<file path="config.mk">
export PLATFORM = sky130hd
export DESIGN_NAME = lcd_id_reader
export DESIGN_NICKNAME = d
export VERILOG_FILES = /design/src/rtl/lcd_id_reader.sv
export SDC_FILE = /design/constraint.sdc
export NUM_CORES = 1
export LEC_CHECK = 0
export ABC_AREA = 1
export BUFFER_PORTS_ARGS = -buffer_cell sky130_fd_sc_hd__buf_2
export CAP_MARGIN = 20
export CORE_AREA = 2 2 80 82
export CTS_BUF_LIST = sky130_fd_sc_hd__clkbuf_8
export DETAILED_ROUTE_END_ITERATION = 8
export DIE_AREA = 0 0 82 84
export PLACE_DENSITY = 0.72
export SLEW_MARGIN = 20
export SYNTH_ARGS = -nofsm -noshare
export SYNTH_HDL_FRONTEND = slang
export SYNTH_SLANG_ARGS = --single-unit
</file>
<file path="constraint.sdc">
create_clock -name sys_clk -period 1.4 [get_ports sys_clk]
set_clock_uncertainty 0.15 [all_clocks]
set_input_delay 0 -clock sys_clk [delete_from_list [all_inputs] [get_ports sys_clk]]
set_output_delay 0 -clock sys_clk [all_outputs]
set_load 0.02 [all_outputs]
</file>
<file path="src/rtl/lcd_id_reader.sv">
// rtl/lcd_id_reader.sv - power-up RGB LCD strap reader and panel ID decoder
// Optional feature macro: LCD_ID_RESCAN_EN (adds the rescan input).
// sys_rst is asserted asynchronously; its release is expected to already be
// synchronous to sys_clk, so edge 1 is the first sys_clk edge after release.
module lcd_id_reader #(
  parameter int SETTLE_CYCLES = 50000,
  parameter int SAMPLE_GAP    = 1000,
  parameter int SAMPLE_NUM    = 4,
  parameter int MAX_RETRY     = 3
) (
  input  logic        sys_clk,
  input  logic        sys_rst,
`ifdef LCD_ID_RESCAN_EN
  input  logic        rescan,
`endif
  input  logic [23:0] lcd_rgb_in,
  output logic        lcd_rgb_oe,
  output logic [15:0] lcd_id,
  output logic        id_valid,
  output logic        id_err
);

  localparam int SW = $clog2(SETTLE_CYCLES);
  localparam int GW = $clog2(SAMPLE_GAP + 1);
  localparam int NW = $clog2(SAMPLE_NUM + 1);
  localparam int RW = $clog2(MAX_RETRY + 1);

  localparam logic [SW-1:0] SETTLE_LAST = SW'(SETTLE_CYCLES - 1);
  localparam logic [GW-1:0] GAP_LAST    = GW'(SAMPLE_GAP - 1);
  localparam logic [NW-1:0] NUM_TOTAL   = NW'(SAMPLE_NUM);
  localparam logic [RW-1:0] RETRY_LIMIT = RW'(MAX_RETRY);

  localparam logic [2:0] ST_SETTLE = 3'd0;
  localparam logic [2:0] ST_SAMPLE = 3'd1;
  localparam logic [2:0] ST_DECODE = 3'd2;
  localparam logic [2:0] ST_DONE   = 3'd3;
  localparam logic [2:0] ST_FAIL   = 3'd4;

  logic [2:0]    state_q, state_d;
  logic [SW-1:0] settle_q, settle_d;
  logic [GW-1:0] gap_q, gap_d;
  logic [NW-1:0] num_q, num_d;
  logic [RW-1:0] retry_q, retry_d;
  logic [2:0]    code_q, code_d;
  logic          oe_q, oe_d;
  logic [15:0]   id_q, id_d;
  logic          valid_q, valid_d;
  logic          err_q, err_d;

  logic [2:0]    strap;
  logic          rescan_req;
  logic          map_ok;
  logic [15:0]   map_id;
  logic          unused_pads;

  // Straps M2/M1/M0 live on the MSB of each colour byte.
  assign strap       = {lcd_rgb_in[23], lcd_rgb_in[15], lcd_rgb_in[7]};
  assign unused_pads = ^{lcd_rgb_in[22:16], lcd_rgb_in[14:8], lcd_rgb_in[6:0]};

`ifdef LCD_ID_RESCAN_EN
  assign rescan_req = rescan;
`else
  assign rescan_req = 1'b0;
`endif

  // Strap code to panel ID lookup; unsupported codes are flagged, not mapped.
  always_comb begin
    map_ok = 1'b1;
    map_id = 16'h0000;
    case (code_q)
      3'b000:  map_id = 16'h4342;
      3'b001:  map_id = 16'h7084;
      3'b010:  map_id = 16'h7016;
      3'b100:  map_id = 16'h4384;
      3'b101:  map_id = 16'h1018;
      default: map_ok = 1'b0;
    endcase
  end

  // Detection sequencer: settle, sample and compare, decode, then hold.
  always_comb begin
    state_d  = state_q;
    settle_d = settle_q;
    gap_d    = gap_q;
    num_d    = num_q;
    retry_d  = retry_q;
    code_d   = code_q;
    oe_d     = oe_q;
    id_d     = id_q;
    valid_d  = valid_q;
    err_d    = err_q;
    case (state_q)
      ST_SETTLE: begin
        if (settle_q == SETTLE_LAST) begin
          // This edge is the first sample of the round.
          settle_d = '0;
          gap_d    = '0;
          num_d    = NW'(1);
          code_d   = strap;
          state_d  = ST_SAMPLE;
        end else begin
          settle_d = settle_q + SW'(1);
        end
      end
      ST_SAMPLE: begin
        if (gap_q == GAP_LAST) begin
          gap_d = '0;
          if (strap != code_q) begin
            // Disagreement ends the round at once.
            num_d   = '0;
            retry_d = retry_q + RW'(1);
            if (retry_q + RW'(1) >= RETRY_LIMIT) begin
              state_d = ST_FAIL;
              err_d   = 1'b1;
            end else begin
              state_d = ST_SETTLE;
            end
          end else if (num_q + NW'(1) == NUM_TOTAL) begin
            num_d   = '0;
            state_d = ST_DECODE;
          end else begin
            num_d = num_q + NW'(1);
          end
        end else begin
          gap_d = gap_q + GW'(1);
        end
      end
      ST_DECODE: begin
        if (map_ok) begin
          state_d = ST_DONE;
          id_d    = map_id;
          valid_d = 1'b1;
          oe_d    = 1'b1;
        end else begin
          state_d = ST_FAIL;
          err_d   = 1'b1;
        end
      end
      ST_DONE, ST_FAIL: begin
        // Terminal; only a rescan request restarts detection.
        if (rescan_req) begin
          state_d  = ST_SETTLE;
          settle_d = '0;
          gap_d    = '0;
          num_d    = '0;
          retry_d  = '0;
          oe_d     = 1'b0;
          id_d     = 16'h0000;
          valid_d  = 1'b0;
          err_d    = 1'b0;
        end
      end
      default: begin
        state_d = ST_SETTLE;
      end
    endcase
  end

  // State and output registers, cleared asynchronously by sys_rst.
  always_ff @(posedge sys_clk or posedge sys_rst) begin
    if (sys_rst) begin
      state_q  <= ST_SETTLE;
      settle_q <= '0;
      gap_q    <= '0;
      num_q    <= '0;
      retry_q  <= '0;
      code_q   <= 3'b000;
      oe_q     <= 1'b0;
      id_q     <= 16'h0000;
      valid_q  <= 1'b0;
      err_q    <= 1'b0;
    end else begin
      state_q  <= state_d;
      settle_q <= settle_d;
      gap_q    <= gap_d;
      num_q    <= num_d;
      retry_q  <= retry_d;
      code_q   <= code_d;
      oe_q     <= oe_d;
      id_q     <= id_d;
      valid_q  <= valid_d;
      err_q    <= err_d;
    end
  end

  assign lcd_rgb_oe = oe_q;
  assign lcd_id     = id_q;
  assign id_valid   = valid_q;
  assign id_err     = err_q;

endmodule

</file>
Word-level counts from Yosys, hierarchy flattened
Index checks and enable logic that the tools add are counted.
{"block": "word_totals", "ff_bits": 55, "out_inout_bits": 19, "wordCells": 68, "in_bits": 26}
{"block": "op_classes", "n_addsub": 4, "order_cmp": 1, "n_reduce_logical": 13, "n_bitwise": 1, "n_mux": 22, "n_eq_ne": 18}
{"operator": "$pmux W15 S5", "n": 1}
{"operator": "$mux W3", "n": 9}
{"operator": "$mux W10", "n": 2}
{"operator": "$pmux W10 S2", "n": 1}
{"operator": "$add A16 B1 Y16 const B", "n": 1}
{"operator": "$eq A16 B16 Y1 const B", "n": 1}
{"operator": "$mux W16", "n": 1}
{"operator": "$eq A3 B3 Y1 const B", "n": 4}
{"operator": "$pmux W3 S4", "n": 1}
{"operator": "$add A10 B1 Y10 const B", "n": 1}
{"operator": "$eq A10 B10 Y1 const B", "n": 1}
{"operator": "$ne A2 B2 Y1 const B", "n": 5}
{"operator": "$eq A3 B2 Y1 const B", "n": 3}
{"operator": "$eq A3 B1 Y1 const B", "n": 2}
{"operator": "$logic_not A3 Y1", "n": 2}
{"operator": "$pmux W3 S2", "n": 1}
{"operator": "$reduce_and A2 Y1", "n": 3}
{"operator": "$reduce_and A3 Y1", "n": 2}
{"operator": "$mux W1", "n": 5}
{"operator": "$reduce_and A5 Y1", "n": 1}
{"operator": "$reduce_or A5 Y1", "n": 1}
{"operator": "$reduce_and A4 Y1", "n": 1}
{"operator": "$reduce_bool A2 Y1", "n": 2}
{"operator": "$add A3 B1 Y3 const B", "n": 1}
{"operator": "other kinds (7)", "n": 7}

Logic depth before layout (Yosys ltp)
Gate-level depths: netlist (run 1).
{"block": "depth", "ltp_word": 6, "depth_mapped": 10, "ltp_nobuf": 10}

Least setup slack after synthesis (run 1)
No wires, ideal clock.
{"block": "synth_timing", "path_type": "flip-flop to flip-flop", "start": "reg settle_q[0]", "end": "reg settle_q[12]", "stages_incl_launch_ff": 8, "setup_ps": 124, "setup_slack_ps": -128, "t_required_ps": 1126, "arrival_ps": 1255, "path_buffers": 0, "synth_period_minus_slack_ps": 1528, "path_cell_list": "dfrtp_1 ha_1 nand3_2 nor2_2 nand2_1 nor2_2 nand4_1 xor2_1"}
{"block": "synth_via", "elab_chain_len": 2, "elab_cells_between_ends": 3, "cone_classes": "add/sub (1); eq/ne (1); mux (1)"}
{"item": "start: declaration", "line": "40", "rtl": "logic [SW-1:0] settle_q, settle_d;"}
{"item": "start signal: assignment", "line": "174", "rtl": "settle_q <= settle_d;"}
{"item": "$add A16 B1 Y16 or $eq A16 B16 Y1 (tied branches)", "line": "102, 94"}
{"item": "$mux W16 (*)", "line": "94", "rtl": "if (settle_q == SETTLE_LAST) begin"}
Mark *: on every way between the ends. The rest lies on a longest branch, timed or not.
A chain may end at the register's enable or synchronous reset.

Final worst setup path (run 1)
{"block": "layout_timing", "start": "reg settle_q[7]", "end": "reg gap_q[2]"}
{"block": "layout_via", "elab_chain_len": 3}
{"item": "$eq A16 B16 Y1", "line": "94"}
{"item": "$ne A2 B2 Y1 (no source line)"}
{"item": "$reduce_and A2 Y1 (no source line)"}
{"item": "end signal: assignment", "line": "175", "rtl": "gap_q <= gap_d;"}
{"item": "end: declaration", "line": "41", "rtl": "logic [GW-1:0] gap_q, gap_d;"}
Every way passes these cells.

==> results.md, run 1 <==
Outcome:
- The flow ran to the end, but the final reports show violations.
- The final reports fail on setup timing.

Floorplan:
- The core region is 6096 um2.
- The number of rows in the core area is 29.
- The die area is 6888 um2.
- The count of pins on the block boundary is 45.
- Measured along the y axis, the die boundary spans 84 um.
- The die width is 82 um.
- For this configuration, the core starts out at a cell density of 46.90%.

Routing:
- The remaining routing DRC violations is 0.
- The detailed-route vias per instance is 5.525.
- The wire length after detailed routing is 9.182 mm.
- The detailed-routing iteration count for the pre-antenna-repair pass is 5.
- Once detail routing completed, the nets flagged for antenna violations numbered 0.
- The detailed router placed 3,011 vias in this run.
- The routed length per instance is 16.85 um.
- After the first detailed-routing iteration, the DRC count stood at 271.

Clock tree:
- Counting along the longest clock path gives a buffer depth of 2.
- The TritonCTS clock tree is yes.
- The clock tree root buffer cell is sky130_fd_sc_hd__clkbuf_8.
- Clock latency on the worst-skew pair, taken at its later pin, is 0.31 ns.
- Clock tree synthesis inserted a total of 5 buffers.
- The H-tree depth is 2.
- The sink count of the clock tree is 49.
- Clock-pin slew was measured on the worst setup and hold paths at 0.10 ns.

Logic synthesis:
- The share of Yosys cell area claimed by the top area cell type is 42.89%.
- The proportion of register bits with asynchronous set or reset after synthesis is 100.0%.
- The most used flip-flop cell after synthesis is sky130_fd_sc_hd__dfrtp_1.
- The synthesized area per cell is 7.986 um2.
- Counting flops with a built-in enable in the synthesized netlist gives 0.
- The biggest area consumer among synthesized cells is sky130_fd_sc_hd__dfrtp_1.
- In this run, distinct cell masters in the synthesized netlist total 36.
- Sequential cells were found to cover 42.89% of the synthesized design area.
- After synthesis the cells add up to 2859 um2.
- The number of register bits inferred by synthesis is 49.
- By area the synthesized netlist is led by sky130_fd_sc_hd__dfrtp_1 43%, sky130_fd_sc_hd__nand2_1 12%, sky130_fd_sc_hd__inv_1 4.9%.
- During synthesis, Yosys emitted a total of 0 warnings.
- The gate count after technology mapping is 358.

Layout:
- The fill cell total of the finished layout is 386.
- The count of nets after finishing is 498.
- The multi-input combinational cells in the finished layout cover a total of 1728 um2.
- The flip-flop and latch area is 1229 um2.
- The finished cells cover 4245 um2.
- Of the cells placed in the final design, the portion with a size suffix greater than 1 is 45.73%.
- The number of inserted diodes is 0.
- The area growth from synthesis to layout is 48.49%.

STA:
- The sum of negative setup slack is -8.318 ns.
- The number of max-slew violations in the final report is 0.
- The total setup violations reported at the end of the flow is 49.
- The period utilization is 119.2%.
- For this run, the top clock speed supported by timing is 599.3 MHz.
- The number of failing hold endpoints at the final stage is 0.
- Setup repair after global routing could not meet its margin everywhere.
- The final hold slack is 0.08305 ns.
- The time the worst path needs with I/O delays and setup is 1.669 ns.
- Setup slack on the critical path of the routed design comes to -0.2687 ns.

Critical path:
- The category of the critical setup timing path is reg2reg.
- In this run the register-to-register setup slack is -0.27 ns.
- By instance count, the cell type seen most on the critical path is sky130_fd_sc_hd__nand2_1.
- Broken down by cell family, the worst path's largest delay share belongs to simple AND/OR/NAND/NOR gates.
- For the worst setup path, the data required time is 1.45 ns.
- Data on the critical path arrives at its endpoint at 1.72 ns.
- The largest stage delay on the critical path is 0.43 ns.
- The worst setup path is launched from a flip-flop.
- STA classifies the critical path endpoint as a flip-flop.
- Traced cell by cell, the critical path runs through nor2_2 > nand2_1 > nor2_4 > buf_6 > nand3_4 > nand2_4 > inv_6 > nand2_1 > o31ai_1.
- The critical path buffer and inverter count is 2.
- The largest fanout on the critical path is 7.
- The library cell contributing the largest single delay on the critical path is sky130_fd_sc_hd__dfrtp_1.

Place:
- The HPWL after detailed placement is 4.969 mm.
- The final weighted congestion of routability-driven global placement is 0.8553.
- The placed instances occupy a cell area of 3466 um2.
- The number of buffers inserted by port buffering is 18.

Power:
- The design draws 2.611 mW.
- The worst ir drop on vdd is 421.5 uV.
- Dividing total power by cell area gives a power density of 615.0 nW/um2.
- The analysis attributes to cell leakage a power of 2.142 nW.

Min path:
- The class of the most critical hold timing path is in2async.

Global route:
- After global routing the overflow that remains totals 0.
- The maximum number of pins on one net before global-route repair is 32.
- The global-route wire length before repair is 12.82 mm.
- The initial antenna violation count came to 0.
- The number of global-route vias before repair came to 2,850.
- Across every metal layer, demand over resource in global routing totals 23.62%.

Flow run:
- Max-cap violations in this run came to 0.
-- worst register-to-register path: cells and delay by family, from the launching register on --
kind	cells	cell delay, ns
AND/OR/NAND/NOR	6	0.73
flip-flops	1	0.43
buffers and inverters	2	0.18
AO/OA/AOI/OAI	1	0.06
-- through the flow --
stage	setup WS, ns	utilization [%]	cells
detailed placement	-0.2008	56.86	505
global placement	-0.1252	56.86	505
floorplan	-0.08824	-	362
CTS	-0.1646	64.51	536
finish	-0.2687	69.64	545
global route	-0.3443	69.64	545
-- timing repair --
item | 4_1_cts | 5_1_grt
resized for setup | 46 | 68
buffers inserted | 18 | 10
hold buffers | 4 | 0
hold endpoints to repair | 52 | 0
cloned | 1 | 0
pin swaps | 22 | 21
setup endpoints to repair | 46 | 49
-- Yosys cell counts, types with 6 or more instances --
| master | number |
|---|---|
| sky130_fd_sc_hd__nand2_1 | 95 |
| sky130_fd_sc_hd__nor3_1 | 6 |
| sky130_fd_sc_hd__inv_2 | 8 |
| sky130_fd_sc_hd__nand3_1 | 23 |
| sky130_fd_sc_hd__buf_4 | 8 |
| sky130_fd_sc_hd__dfrtp_1 | 49 |
| sky130_fd_sc_hd__nor2_1 | 30 |
| sky130_fd_sc_hd__inv_1 | 37 |
| sky130_fd_sc_hd__nand4_1 | 12 |
| sky130_fd_sc_hd__nor2_2 | 7 |
| sky130_fd_sc_hd__xor2_1 | 6 |
| sky130_fd_sc_hd__o21ai_0 | 20 |
-- final cells by class --
type / count / area share, %
Multi-Input combinational cell: 258 / 40.70
Sequential cell: 49 / 28.94
Timing Repair Buffer: 107 / 20.84
Inverter: 46 / 4.421
Tap cell: 77 / 2.269
Clock buffer: 6 / 1.945
Clock inverter: 2 / 0.8842
-- cells in the final DEF (no fill, tap or decap), types with 4 or more instances in the layout --
cell and instances:
sky130_fd_sc_hd__nor2_1 23, sky130_fd_sc_hd__nor2_2 7, sky130_fd_sc_hd__clkbuf_8 6, sky130_fd_sc_hd__nor2_4 11
sky130_fd_sc_hd__nand2_4 11, sky130_fd_sc_hd__xor2_1 6, sky130_fd_sc_hd__inv_2 8, sky130_fd_sc_hd__nand3_1 16
sky130_fd_sc_hd__buf_6 21, sky130_fd_sc_hd__nand2_1 67, sky130_fd_sc_hd__o21ai_0 8, sky130_fd_sc_hd__inv_1 34
sky130_fd_sc_hd__dfrtp_1 47, sky130_fd_sc_hd__dlygate4sd3_1 4, sky130_fd_sc_hd__o21ai_1 12, sky130_fd_sc_hd__buf_4 61
sky130_fd_sc_hd__conb_1 5, sky130_fd_sc_hd__a21oi_1 4, sky130_fd_sc_hd__nand3_2 9, sky130_fd_sc_hd__o21ai_2 7
sky130_fd_sc_hd__nand2_2 24, sky130_fd_sc_hd__nand4_1 12, sky130_fd_sc_hd__buf_2 18
-- state kept, by name, indices dropped and copies added (netlist names) --
name and flops:
num_q 3, settle_q 16, id_err 1, state_q 3
retry_q 2, id_valid 1, gap_q 10, lcd_id 10
code_q 3
-- metal layers --
layer  GRT usage (%)  up-vias  wire length [um]  part of all wire [%]
met5               0        -                 0                     0
met4           9.848        0               516                   5.6
met3           3.571       58               534                   5.8
met2           41.17      150              4679                    51
met1           28.27     1439              3452                    38
li1                -     1364                 -                     -
-- power by group --
group	internal (mW)	switching, mW
Sequential	1.41	0
Combinational	0.0243	0.0582
Clock	0.582	0.532
Total	2.02	0.590
-- worst paths after layout --
kind | start | to | cells past startpoint
min | sys_rst | lcd_id[1] | 3
max reg2reg | settle_q[7] | gap_q[2] | 9
max in group asynchronous | sys_rst | state_q[1] | 4
min in group sys_clk | lcd_id[6] | lcd_id[6] | 2
min reg2reg | lcd_id[6] | lcd_id[6] | 2
max | settle_q[7] | gap_q[2] | 9
-- logic make-up (layout without fill, tap and decap cells) --
logic type                 Yosys count  after routing  share of synthesized area [%]
AOI/OAI and AO/OA                   40             40                          8.271
and+or+nand+nor                    198            199                          34.79
xor gates and xnor gates             9              9                          2.757
other                                1              5                         0.1312
DFF                                 49             49                          42.89
adders and majority gates            5              5                          2.188
buffers and inverters               56            161                          8.971
Note: power is estimated with default switching activity, not from simulation.
==> inputs of run 2 (changes only) <==
--- a/config.mk
+++ b/config.mk
@@ -7,5 +7,5 @@
 export LEC_CHECK = 0
 export ABC_AREA = 1
-export BUFFER_PORTS_ARGS = -buffer_cell sky130_fd_sc_hd__buf_2
+export BUFFER_PORTS_ARGS = -buffer_cell sky130_fd_sc_hd__clkbuf_2
 export CAP_MARGIN = 20
 export CORE_AREA = 2 2 80 82
--- a/constraint.sdc
+++ b/constraint.sdc
@@ -3,3 +3,3 @@
 set_input_delay 0 -clock sys_clk [delete_from_list [all_inputs] [get_ports sys_clk]]
 set_output_delay 0 -clock sys_clk [all_outputs]
-set_load 0.02 [all_outputs]
+set_load 0.05 [all_outputs]
==> run 2 against run 1 <==
Via count shrank 5.4%. Highest routed layer unchanged. The run still ends with setup timing left. Die area did not move. Final area is 1.5% lower. Critical path type unchanged. Critical endpoint is now gap_q[4]. Cell count fell by 1.5%. Count of clock-buffer cells in the layout stayed put. Sequential share of layout area rose by 0.54 points. Non-clock buffer count is 7 lower.
==> results.md, run 2 (synthesis results as in run 1) <==
Outcome:
- Status: finished, violations left (unchanged).
- Failing checks: setup timing (unchanged).

Layout:
- The post-synthesis to final-layout area growth was 46.21% (was 48.49%).
- The count of nets after finishing came to 490 (was 498).
- The register bank with the most flops is settle_q (unchanged).
- The number of inserted diodes is 0 (unchanged).
- The final instance count without filler cells is 537 (was 545).
- The ratio of cells with drive above 1 in the final layout came to 47.39% (was 45.73%).
- The flip-flop and latch area was 1232 um2 (was 1229 um2).
- The commonest non-fill, non-tap cell in the layout is sky130_fd_sc_hd__nand2_1 (unchanged).
- The flip-flop count of the largest register after layout is 16 (unchanged).
- The multi-input gate area in the final layout is 1745 um2 (was 1728 um2).
- The post-route cell area is 4180 um2 (was 4245 um2).
- Top library cells by usage in the layout, fill and taps aside: 68 x sky130_fd_sc_hd__nand2_1, 57 x sky130_fd_sc_hd__buf_4, 44 x sky130_fd_sc_hd__dfrtp_1 (was 67 x sky130_fd_sc_hd__nand2_1, 61 x sky130_fd_sc_hd__buf_4, 47 x sky130_fd_sc_hd__dfrtp_1).
- The fill cell total of the finished layout is 410 (was 386).

Floorplan:
- The number of rows in the core area is 29 (unchanged).
- The die area is 6888 um2 (unchanged).
- The effective utilization at floorplan is 46.90% (unchanged).
- The vertical die dimension is 84 um (unchanged).
- The core box area is 6096 um2 (unchanged).
- The count of pins on the block boundary is 45 (unchanged).
- The die width is 82 um (unchanged).

Clock tree:
- The sink count of the clock tree is 49 (unchanged).
- The TritonCTS clock tree is yes (unchanged).
- The post-CTS clock slew at the launch and capture registers of the worst setup and hold paths is 0.10 ns (about the same).
- The number of CTS-inserted buffers is 5 (unchanged).
- The H-tree depth is 2 (unchanged).
- The maximum clock insertion buffer count was 2 (unchanged).
- The clock latency reported for the late side of the worst-skew pair is 0.32 ns (was 0.31 ns).
- The clock tree root buffer cell was sky130_fd_sc_hd__clkbuf_8 (unchanged).

Power:
- The total net switching power is 0.6093 mW (was 0.5902 mW).
- The internal power is 2.022 mW (was 2.021 mW).
- The standby leakage power is 2.103 nW (was 2.142 nW).
- The share of power burned in combinational logic is 3.8% (was 3.2%).
- The worst ir drop on vdd came to 431.9 uV (was 421.5 uV).
- The switching power as a share of total power was 23.15% (was 22.61%).
- The fraction of power consumed by sequential logic is 53.7% (was 54.2%).
- The power density over the cells is 629.5 nW/um2 (was 615.0 nW/um2).
- The power share of the clock group is 42.5% (was 42.7%).

Global route:
- The maximum number of pins on one net before global-route repair is 50 (was 32).
- The global-route wire length before repair is 12.88 mm (was 12.82 mm).
- The initial antenna violation count is 0 (unchanged).
- The leftover overflow at the end of global routing is 0 (unchanged).
- The global-route usage over all layers is 23.80% (was 23.62%).
- The number of global-route vias before repair was 2,859 (was 2,850).

Routing:
- The remaining routing DRC violations is 0 (unchanged).
- The first-iteration detailed-routing DRC count came to 199 (was 271).
- The detailed-routing iteration count for the pre-antenna-repair pass is 4 (was 5).
- The via count is 2,847 (was 3,011).
- The count of nets left with antenna violations after detail routing is 0 (unchanged).
- The routed length per instance was 14.93 um (was 16.85 um).
- The wire length after detailed routing is 8.016 mm (was 9.182 mm).
- The detailed-route vias per instance is 5.302 (was 5.525).

Critical path:
- The arrival time at the worst endpoint is 1.65 ns (was 1.72 ns).
- The category of the critical setup timing path was reg2reg (unchanged).
- The kind of capture point of the worst setup path is a flip-flop (unchanged).
- The critical path data required time is 1.42 ns (was 1.45 ns).
- The cell count of the worst reg-to-reg path is 7 (was 9).
- The kind of start point of the critical path is a flip-flop (unchanged).
- The largest fanout on the critical path came to 4 (was 7).

Place:
- The total placed instance area is 3461 um2 (was 3466 um2).
- The number of buffers inserted by port buffering is 18 (unchanged).
- The final weighted congestion of routability-driven global placement is 0.8447 (was 0.8553).
- The number of placed cells counting well taps was 506 (was 505).
- The detailed placer's ending HPWL is 4.804 mm (was 4.969 mm).

STA:
- The period utilization is 116.4% (was 119.2%).
- The number of failing hold endpoints at the final stage is 0 (unchanged).
- Unrepaired setup endpoints after global routing: yes (unchanged).
- The total setup violations reported at the end of the flow is 49 (unchanged).
- The time the worst path needs with I/O delays and setup is 1.629 ns (was 1.669 ns).
- The final worst slack is -0.2293 ns (was -0.2687 ns).
- The number of max-slew violations in the final report is 0 (unchanged).
- The highest clock frequency the design can meet came to 613.8 MHz (was 599.3 MHz).

Min path:
- The class of the most critical hold timing path was in2async (unchanged).

Flow run:
- The max-cap violation count is 0 (unchanged).
[run 2: cell types whose count changed in the layout (fill, tap and decap cells not counted), moves of 4 or more]
cell | before | now
sky130_fd_sc_hd__buf_2 | 18 | 0
sky130_fd_sc_hd__clkbuf_2 | 0 | 18
sky130_fd_sc_hd__nor2_1 | 23 | 18
sky130_fd_sc_hd__nor2_2 | 7 | 12
sky130_fd_sc_hd__buf_4 | 61 | 57
[run 2: metal layers]
layer / part of all wire [%] / vias up / GRT usage [%] / wire [um]
met1: 40 / 1393 / 27.23 / 3204
li1: - / 1353 / - / -
met2: 53 / 73 / 42.57 / 4221
met4: 3.8 / 0 / 9.545 / 308
met5: 0 / - / 0 / 0
met3: 3.5 / 28 / 4.221 / 282
[run 2: through the flow]
stage | power (mW) | hold WS, ns | TNS (ns) | setup slack [ns] | utilization, %
global route | 2.699 | 0.1401 | -8.767 | -0.2939 | 68.58
global placement | 1.529 | -0.1077 | -2.522 | -0.1251 | 56.77
CTS | 2.619 | 0.1204 | -3.547 | -0.1262 | 65.29
detailed placement | 1.531 | -0.1010 | -3.557 | -0.1659 | 56.77
floorplan | 1.512 | -0.02905 | -0.6494 | -0.08824 | -
finish | 2.631 | 0.1025 | -5.135 | -0.2293 | 68.58
[run 2: power by group through the flow]
stage	Sequential [mW]	Combinational (mW)	Clock [mW]
3_5_place_dp	1.44	0.0889	0
2_1_floorplan	1.44	0.0701	0
5_1_grt	1.41	0.111	1.17
6_report	1.41	0.100	1.12
3_3_place_gp	1.44	0.0873	0
4_1_cts	1.41	0.0989	1.11
[run 2: final timing paths]
kind                              start           to  slack, ns
hold / removal                  sys_rst  settle_q[9]       0.10
hold reg to reg              lcd_id[13]   lcd_id[13]       0.33
max in group asynchronous       sys_rst     gap_q[4]       0.74
setup / recovery           settle_q[10]     gap_q[4]      -0.23
setup reg to reg           settle_q[10]     gap_q[4]      -0.23
min in group sys_clk         lcd_id[13]   lcd_id[13]       0.33
[run 2: critical path: stages (launching register included)]
cell and delay [ns]:
sky130_fd_sc_hd__dfrtp_1 0.44, sky130_fd_sc_hd__nor2_1 0.12, sky130_fd_sc_hd__nand2_1 0.09, sky130_fd_sc_hd__nor2_4 0.19, sky130_fd_sc_hd__nand3_2 0.15, sky130_fd_sc_hd__nand2_4 0.11, sky130_fd_sc_hd__buf_6 0.11, sky130_fd_sc_hd__o21ai_0 0.11
[run 2: cell type report]
cell class                      instances  share of cell area, %
Sequential cell                        49                  29.48
Inverter                               46                  4.370
Timing Repair Buffer                  100                  19.22
Tap cell                               77                  2.305
Clock buffer                            6                  1.975
Multi-Input combinational cell        257                  41.75
Clock inverter                          2                 0.8979
[run 2: timing repair]
| action | 4_1_cts | 5_1_grt |
|---|---|---|
| hold buffers | 4 | 0 |
| endpoints found under the hold margin | 52 | 0 |
| endpoints found under the setup margin | 47 | 49 |
| resized for setup | 66 | 56 |
| pin swaps | 31 | 18 |
| buffers inserted | 18 | 2 |
